==> src/rtl/icache_linefill_ctrl.sv <==
// Linefill responder for the icache MSHR: forwards linefill requests downstream,
// assembles the returning beats into a full line, writes it to the data RAM and pulses done.
module icache_linefill_ctrl #(
    parameter int MSHR_ENTRY_NUM = 8,
    parameter int WAY_NUM        = 4,
    parameter int INDEX_WIDTH    = 7,
    parameter int ADDR_WIDTH     = 32,
    parameter int BEAT_WIDTH     = 128,
    parameter int LINE_BEATS     = 4,
    localparam int ENTRY_ID_W    = $clog2(MSHR_ENTRY_NUM),
    localparam int LINE_WIDTH    = BEAT_WIDTH * LINE_BEATS
) (
    input  logic                      clk,
    input  logic                      rst_n,
    input  logic                      txreq_vld,
    output logic                      txreq_rdy,
    input  logic [ENTRY_ID_W-1:0]     txreq_entry_id,
    input  logic                      txreq_lineA,
    input  logic [ADDR_WIDTH-1:0]     txreq_addr,
    input  logic [INDEX_WIDTH-1:0]    txreq_index,
    input  logic [WAY_NUM-1:0]        txreq_way,
    output logic                      bus_req_vld,
    input  logic                      bus_req_rdy,
    output logic [ADDR_WIDTH-1:0]     bus_req_addr,
    output logic [ENTRY_ID_W:0]       bus_req_txnid,
    input  logic                      rxdat_vld,
    output logic                      rxdat_rdy,
    input  logic [ENTRY_ID_W:0]       rxdat_txnid,
    input  logic [BEAT_WIDTH-1:0]     rxdat_data,
    output logic                      dataram_wr_vld,
    input  logic                      dataram_wr_rdy,
    output logic [INDEX_WIDTH-1:0]    dataram_wr_index,
    output logic [WAY_NUM-1:0]        dataram_wr_way,
    output logic [LINE_WIDTH-1:0]     dataram_wr_data,
    output logic [MSHR_ENTRY_NUM-1:0] v_linefillA_done,
    output logic [MSHR_ENTRY_NUM-1:0] v_linefillB_done,
    output logic                      ost_empty,
    output logic                      proto_err
);

    localparam int SLOT_NUM = 2 * MSHR_ENTRY_NUM;
    localparam int CNT_W    = (LINE_BEATS > 1) ? $clog2(LINE_BEATS) : 1;

    typedef enum logic [1:0] {
        IDLE    = 2'd0,
        COLLECT = 2'd1,
        WRITE   = 2'd2
    } state_t;

    state_t                    state_q, state_d;
    logic [CNT_W-1:0]          cnt_q, cnt_d;
    logic [ENTRY_ID_W:0]       txnid_q, txnid_d;
    logic [LINE_WIDTH-1:0]     line_q, line_d;
    logic [SLOT_NUM-1:0]       slot_vld_q, slot_vld_d;
    logic [INDEX_WIDTH-1:0]    slot_idx_q [SLOT_NUM];
    logic [INDEX_WIDTH-1:0]    slot_idx_d [SLOT_NUM];
    logic [WAY_NUM-1:0]        slot_way_q [SLOT_NUM];
    logic [WAY_NUM-1:0]        slot_way_d [SLOT_NUM];
    logic                      rxdat_rdy_q, rxdat_rdy_d;
    logic                      wr_vld_q, wr_vld_d;
    logic [MSHR_ENTRY_NUM-1:0] done_a_q, done_a_d;
    logic [MSHR_ENTRY_NUM-1:0] done_b_q, done_b_d;
    logic                      proto_err_q, proto_err_d;
    logic                      ost_empty_q, ost_empty_d;

    logic [ENTRY_ID_W:0]       req_slot;
    logic                      busy;
    logic                      req_hs;
    logic                      beat_hs;

    // Request path is a pure pass-through; a busy slot holds the request off without dropping it.
    assign req_slot      = {txreq_entry_id, txreq_lineA};
    assign busy          = slot_vld_q[req_slot];
    assign bus_req_vld   = txreq_vld & ~busy;
    assign txreq_rdy     = bus_req_rdy & ~busy;
    assign bus_req_addr  = txreq_addr;
    assign bus_req_txnid = req_slot;
    assign req_hs        = txreq_vld & txreq_rdy;
    assign beat_hs       = rxdat_vld & rxdat_rdy_q;

    assign rxdat_rdy        = rxdat_rdy_q;
    assign dataram_wr_vld   = wr_vld_q;
    assign dataram_wr_index = slot_idx_q[txnid_q];
    assign dataram_wr_way   = slot_way_q[txnid_q];
    assign dataram_wr_data  = line_q;
    assign v_linefillA_done = done_a_q;
    assign v_linefillB_done = done_b_q;
    assign ost_empty        = ost_empty_q;
    assign proto_err        = proto_err_q;

    always_comb begin
        state_d     = state_q;
        cnt_d       = cnt_q;
        txnid_d     = txnid_q;
        line_d      = line_q;
        slot_vld_d  = slot_vld_q;
        slot_idx_d  = slot_idx_q;
        slot_way_d  = slot_way_q;
        rxdat_rdy_d = rxdat_rdy_q;
        wr_vld_d    = wr_vld_q;
        done_a_d    = '0;
        done_b_d    = '0;
        proto_err_d = 1'b0;

        if (req_hs) begin
            slot_vld_d[req_slot] = 1'b1;
            slot_idx_d[req_slot] = txreq_index;
            slot_way_d[req_slot] = txreq_way;
        end

        case (state_q)
            IDLE: begin
                if (beat_hs) begin
                    if (slot_vld_q[rxdat_txnid]) begin
                        txnid_d               = rxdat_txnid;
                        line_d[0 +: BEAT_WIDTH] = rxdat_data;
                        cnt_d                 = CNT_W'(1);
                        if (LINE_BEATS == 1) begin
                            state_d     = WRITE;
                            rxdat_rdy_d = 1'b0;
                            wr_vld_d    = 1'b1;
                        end else begin
                            state_d = COLLECT;
                        end
                    end else begin
                        proto_err_d = 1'b1;
                    end
                end
            end
            COLLECT: begin
                if (beat_hs) begin
                    // Beats never interleave across lines, so any other txnid is a stray.
                    if (rxdat_txnid == txnid_q) begin
                        for (int i = 0; i < LINE_BEATS; i++) begin
                            if (cnt_q == CNT_W'(i)) begin
                                line_d[i*BEAT_WIDTH +: BEAT_WIDTH] = rxdat_data;
                            end
                        end
                        if (cnt_q == CNT_W'(LINE_BEATS - 1)) begin
                            state_d     = WRITE;
                            rxdat_rdy_d = 1'b0;
                            wr_vld_d    = 1'b1;
                        end else begin
                            cnt_d = cnt_q + CNT_W'(1);
                        end
                    end else begin
                        proto_err_d = 1'b1;
                    end
                end
            end
            WRITE: begin
                if (dataram_wr_rdy) begin
                    slot_vld_d[txnid_q] = 1'b0;
                    done_a_d[txnid_q[ENTRY_ID_W:1]] = txnid_q[0];
                    done_b_d[txnid_q[ENTRY_ID_W:1]] = ~txnid_q[0];
                    wr_vld_d    = 1'b0;
                    rxdat_rdy_d = 1'b1;
                    cnt_d       = '0;
                    state_d     = IDLE;
                end
            end
            default: begin
                state_d     = IDLE;
                rxdat_rdy_d = 1'b1;
                wr_vld_d    = 1'b0;
            end
        endcase

        ost_empty_d = ~|slot_vld_d;
    end

    always_ff @(posedge clk or negedge rst_n) begin
        if (!rst_n) begin
            state_q     <= IDLE;
            cnt_q       <= '0;
            txnid_q     <= '0;
            line_q      <= '0;
            slot_vld_q  <= '0;
            for (int i = 0; i < SLOT_NUM; i++) begin
                slot_idx_q[i] <= '0;
                slot_way_q[i] <= '0;
            end
            rxdat_rdy_q <= 1'b1;
            wr_vld_q    <= 1'b0;
            done_a_q    <= '0;
            done_b_q    <= '0;
            proto_err_q <= 1'b0;
            ost_empty_q <= 1'b1;
        end else begin
            state_q     <= state_d;
            cnt_q       <= cnt_d;
            txnid_q     <= txnid_d;
            line_q      <= line_d;
            slot_vld_q  <= slot_vld_d;
            slot_idx_q  <= slot_idx_d;
            slot_way_q  <= slot_way_d;
            rxdat_rdy_q <= rxdat_rdy_d;
            wr_vld_q    <= wr_vld_d;
            done_a_q    <= done_a_d;
            done_b_q    <= done_b_d;
            proto_err_q <= proto_err_d;
            ost_empty_q <= ost_empty_d;
        end
    end

endmodule

==> config.mk <==
export PLATFORM = sky130hd
export DESIGN_NAME = icache_linefill_ctrl
export DESIGN_NICKNAME = d
export VERILOG_FILES = /design/src/rtl/icache_linefill_ctrl.sv
export SDC_FILE = /design/constraint.sdc
export NUM_CORES = 1
export LEC_CHECK = 0
export ABC_AREA = 0
export CAP_MARGIN = 20
export CORE_MARGIN = 2
export CORE_UTILIZATION = 35
export CTS_BUF_LIST = sky130_fd_sc_hd__clkbuf_8
export CTS_CLUSTER_SIZE = 12
export DETAILED_ROUTE_END_ITERATION = 8
export DONT_BUFFER_PORTS = 1
export HOLD_SLACK_MARGIN = 0.03
export SYNTH_ARGS = -nofsm -noshare
export SYNTH_HDL_FRONTEND = slang
export SYNTH_SLANG_ARGS = --single-unit
==> constraint.sdc <==
create_clock -name clk -period 7.5 [get_ports clk]
set_clock_uncertainty 0.1 [all_clocks]
set_input_delay 2.25 -clock clk [delete_from_list [all_inputs] [get_ports clk]]
set_output_delay 2.25 -clock clk [all_outputs]
set_load 0.02 [all_outputs]
# Word-level counts from Yosys, hierarchy flattened
# Cells that the tools add are included.
classes:
  n_eq_ne: 14
  reduce_logical: 18
  addsub: 1
  n_mux: 61
  order_cmp: 10
  bitwise_logic: 14
ops:
  columns: ["operator", "n"]
  rows:
  - ["128-bit 2-to-1 mux", 5]
  - ["128-bit case mux with 2 select lines", 1]
  - ["112-bit bitwise mux", 1]
  - ["64-bit bitwise mux", 1]
  - ["16-bit 2-to-1 mux", 3]
  - ["8-bit 2-to-1 mux", 4]
  - ["7-bit binary-select mux with 4-bit select", 1]
  - ["7-bit demux with 4-bit select", 1]
  - ["7-bit 2-to-1 mux", 3]
  - ["2-bit 2-to-1 mux", 9]
  - ["1-bit 2-to-1 mux", 17]
  - ["16-bit AND", 1]
  - ["8-bit AND", 2]
  - ["4-bit binary-select mux with 4-bit select", 1]
  - ["4-bit demux with 4-bit select", 1]
  - ["2-bit != test, second input constant", 8]
  - ["16-bit inverter", 1]
  - ["16-bit OR", 1]
  - ["16-bit OR reduction", 1]
  - ["4-bit by 5-bit < comparator with 1-bit output, second input constant", 3]
  - ["4-bit 2-to-1 mux", 3]
  - ["2-bit case mux with 3 select lines", 2]
  - ["4-bit AND reduction", 3]
  - ["6-bit AND reduction", 2]
  - ["other kinds (25)", 43]
totals:
  regBits: 732
  input_bits: 185

# Logic depth before layout (Yosys ltp)
depth:
  ltp_word: 11
  ltp_mapped: 9
  depth_no_buf: 7

# Least setup slack after synthesis
# Ideal clock, no wire load.
synth_path:
  kind: "input-to-output"
  from: "input port txreq_lineA"
  to: "output port bus_req_vld"
  arrival_time_ns: 3.771
  required_ns: 5.150
  setup_slack_ns: 1.379
  stages: 5
  n_path_buf: 1
  cell_sequence: "clkbuf_1 mux4_2 mux2_2 a21oi_1 and2_1"
synth_between:
  elab_chain_len: 4
synth_lines:
  columns: ["item", "line", "rtl"]
  rows:
  - ["start, declared", "18", "input logic txreq_lineA,"]
  - ["1-bit binary-select mux with 4-bit select", "73", "assign busy = slot_vld_q[req_slot];"]
  - ["1-bit 2-to-1 mux (implied by the code)", "73", null]
  - ["1-bit inverter", "74", "assign bus_req_vld = txreq_vld & ~busy;"]
  - ["1-bit AND", "74", null]
  - ["end, declared", "22", "output logic bus_req_vld,"]
# Every way passes these cells. The select of a mux whose other input is x is not followed.

# Worst setup path in the final report
# Same ends and word-level chain as after synthesis.

==> impl_metrics.toml <==
[outcome]
status = "complete, but fails checks"
violations = "slew limit"

[synthesis]
async_reset_ff_share_pct = 100.0
synth_simple_gate_area_share_pct = 1.912
synth_fa_ha_area_share_pct = 0.2935
syn_area_per_cell_um2 = 16.50
syn-num-nets = 2000
synth_xor_xnor_area_share_pct = 0.1174
synth-compound-area-share_pct = 0.8387
yosysWarningCount = 0
synth_top_family_by_area = "multiplexers"
netlist_area_um2 = 29840
synth.distinct_cells = 51
synth.ff_latch_count = 732
yosysSeqAreaShare_pct = 61.40
syn_inst = 1808
ys.flop_type = "dfrtp_1"
synth_edf_count = 0
synth.area.mux_share_pct = 32.51

[job]
drv_cap = 0

[routing]
drt_wl_total_mm = 92.50
vias = 16050
drtPass1Iterations = 5
wire_per_inst_um = 30.23
drc_errors = 0
antenna_left = 0
vias_per_cell = 5.246
drtIter0Drc = 979

[power_and_ir_drop]
ir_worst_vdd_mv = 0.1702
leakage_nw = 16.36
p_total_mw = 12.63
cellPowerDensity_nw_per_um2 = 380.4

[worst_setup_path]
r2r_start = "txnid_q[1]"
arrival_ns = 3.61
end_kind = "output port"
r2r_setup_slack_ns = 3.68
cp_max_fo = 18
required_ns = 5.15
cp-start-kind = "primary input"
setup.worst_path.end = "bus_req_vld"
critPathKind = "primary input to output port"
ff2ff_path_depth = 7
r2r-end = "dataram_wr_data[166]"
startpoint = "txreq_lineA"

[floorplanning]
num_io_pins = 766
coreArea_um2 = 84880
die_w_um = 296.0
die_area_um2 = 87600
die_y_um = 296.0
rows = 107
start_util_pct = 35.15

[sta]
fin_crit_sh_pct = 79.47
report.final.hold_viol_count = 0
worst_pin_slew_ns = 3.372
fmax_ghz = 0.1678
period_minus_slack_ns = 5.960
maxSlewViolCount = 490
slew-limit-headroom_pct = -124.8
rsz0062_at_grt = "false"
finalSetupViolations = 0
final.setup.tns_ns = 0

[global_routing]
grt-ovfl-total = 0
antenna_found_initial = 31
grt_pass1_vias = 16500
grt_pass1_wl_mm = 127.3
grt_start_max_net_pins = 733
track_usage_pct = 20.38

[final_layout]
fin_nets = 2002
fin_area_um2 = 33210
drive_above_1_share_pct = 50.18
final_cell_count_no_fill = 3060
area_growth_pct = 11.31

[clocking]
clockRootBuffer = "clkbuf_8"
clk_pin_slew_ns = 0.06
cts_max_level = 3
cts_tree = "done"
clock-sinks = 732
cts_resized = 0
cts.hold.buffers_added = 0
cts_buffer_depth = 3
cts_setup_buffers = 0
cts_buffers = 119
clk_latency_ns = 0.76

[place]
place_inst = 2833
place_congestion = 0.9879
dp_hpwl_mm = 67.90
io_buffer_count = 0
placed_area_um2 = 30730

[min_path]
hold_class = "register to register"
-- layer usage --
metal  vias to the layer above  global-route usage (%)  wire [µm]
met5                         -                       0        158
met1                      8661                   23.88      34530
met2                       690                   31.94      43370
met4                        22                   6.381       2072
li1                       6542                       -          -
met3                       137                   11.12      12370
-- Yosys cell counts (6+ instances only) --
library cell  number  area [µm²]
nand2_1           14       52.55
nor3_1            12       60.06
mux2_2           574        6464
dfrtp_1          730       18270
buf_2             39       195.2
mux2_1            20       225.2
buf_1             15       56.30
buf_6             15       168.9
mux2_4           100        1501
ha_1               7       87.58
a21oi_1           12       60.06
mux4_2            63        1419
nand2b_1           6       37.54
clkbuf_1          40       150.1
inv_1              9       33.78
mux2i_1            9       90.09
buf_4             36       270.3
nor2_1            36       135.1
-- placed cells by master (no fill, tap or decap), types with 4 or more instances in the layout --
cell type,n
dfrtp_1,728
mux2_2,574
clkbuf_8,152
mux2_4,100
mux4_2,63
inv_1,50
nor2_1,36
buf_4,22
mux2_1,20
diode_2,13
a21oi_1,12
clkinv_2,12
nand2_1,11
mux2i_1,9
nor3_1,7
ha_1,7
nand2b_1,6
nor2b_1,5
a31oi_1,5
nor3_2,5
nand4b_1,4
o22a_1,4
and3_1,4
o22ai_1,4
nor4_1,4
xor2_1,4
-- registers in the layout, summed over array words and instances (netlist names), 2 cells and up --
name,count
cnt_q,2
slot_way_q,64
v_linefillA_done,8
txnid_q,4
slot_idx_q,112
state_q,2
slot_vld_q,16
dataram_wr_data,512
v_linefillB_done,8
-- worst max-delay path, stage by stage --
cell and delay, ns:
mux4_2 0.53, mux2_2 0.30, a21oi_1 0.24, and2_1 0.28
-- per-stage QoR --
step           worst slack [ns]  utilization, %  hold slack [ns]
6_report                  1.540           39.13           0.4003
5_1_grt                   1.512           39.12           0.4184
4_1_cts                   1.523           39.09           0.4037
3_5_place_dp              1.528           36.21           0.3901
3_3_place_gp              1.524           36.17           0.3818
2_1_floorplan             1.379               -           0.3740
-- layout make-up --
class / instances / area (µm²)
antenna: 13 / 32.53
clock buffer: 152 / 2092
clock inverter: 62 / 354.1
fill: 7842 / 51670
inverter: 9 / 33.78
multi-input combinational: 922 / 10710
sequential: 732 / 18320
tap: 1144 / 1431
timing repair buffer: 26 / 236.5
-- power breakdown --
group	internal (mW)	switching, mW	total, mW
sequential	4.89	1.78	6.67
clock	1.89	1.60	3.49
combinational	1.49	0.988	2.48
total	8.27	4.36	12.6
-- cells by family after synthesis --
family | after synthesis
adders and majority gates | 7
AOI/OAI and AO/OA | 38
buffers and inverters | 154
muxes | 766
DFF | 732
xor gates and xnor gates | 4
and+or+nand+nor | 107
-- worst min-delay path by stage --
stage | startpoint | to | cells past startpoint
3_3_place_gp | slot_way_q[50] | slot_way_q[50] | 1
3_5_place_dp | slot_way_q[33] | slot_way_q[33] | 1
2_1_floorplan | slot_way_q[51] | slot_way_q[51] | 1
4_1_cts | slot_way_q[33] | slot_way_q[33] | 1
6_report | slot_way_q[18] | slot_way_q[18] | 1
5_1_grt | slot_idx_q[81] | slot_idx_q[81] | 1
Power figures use the tool's default switching activity.
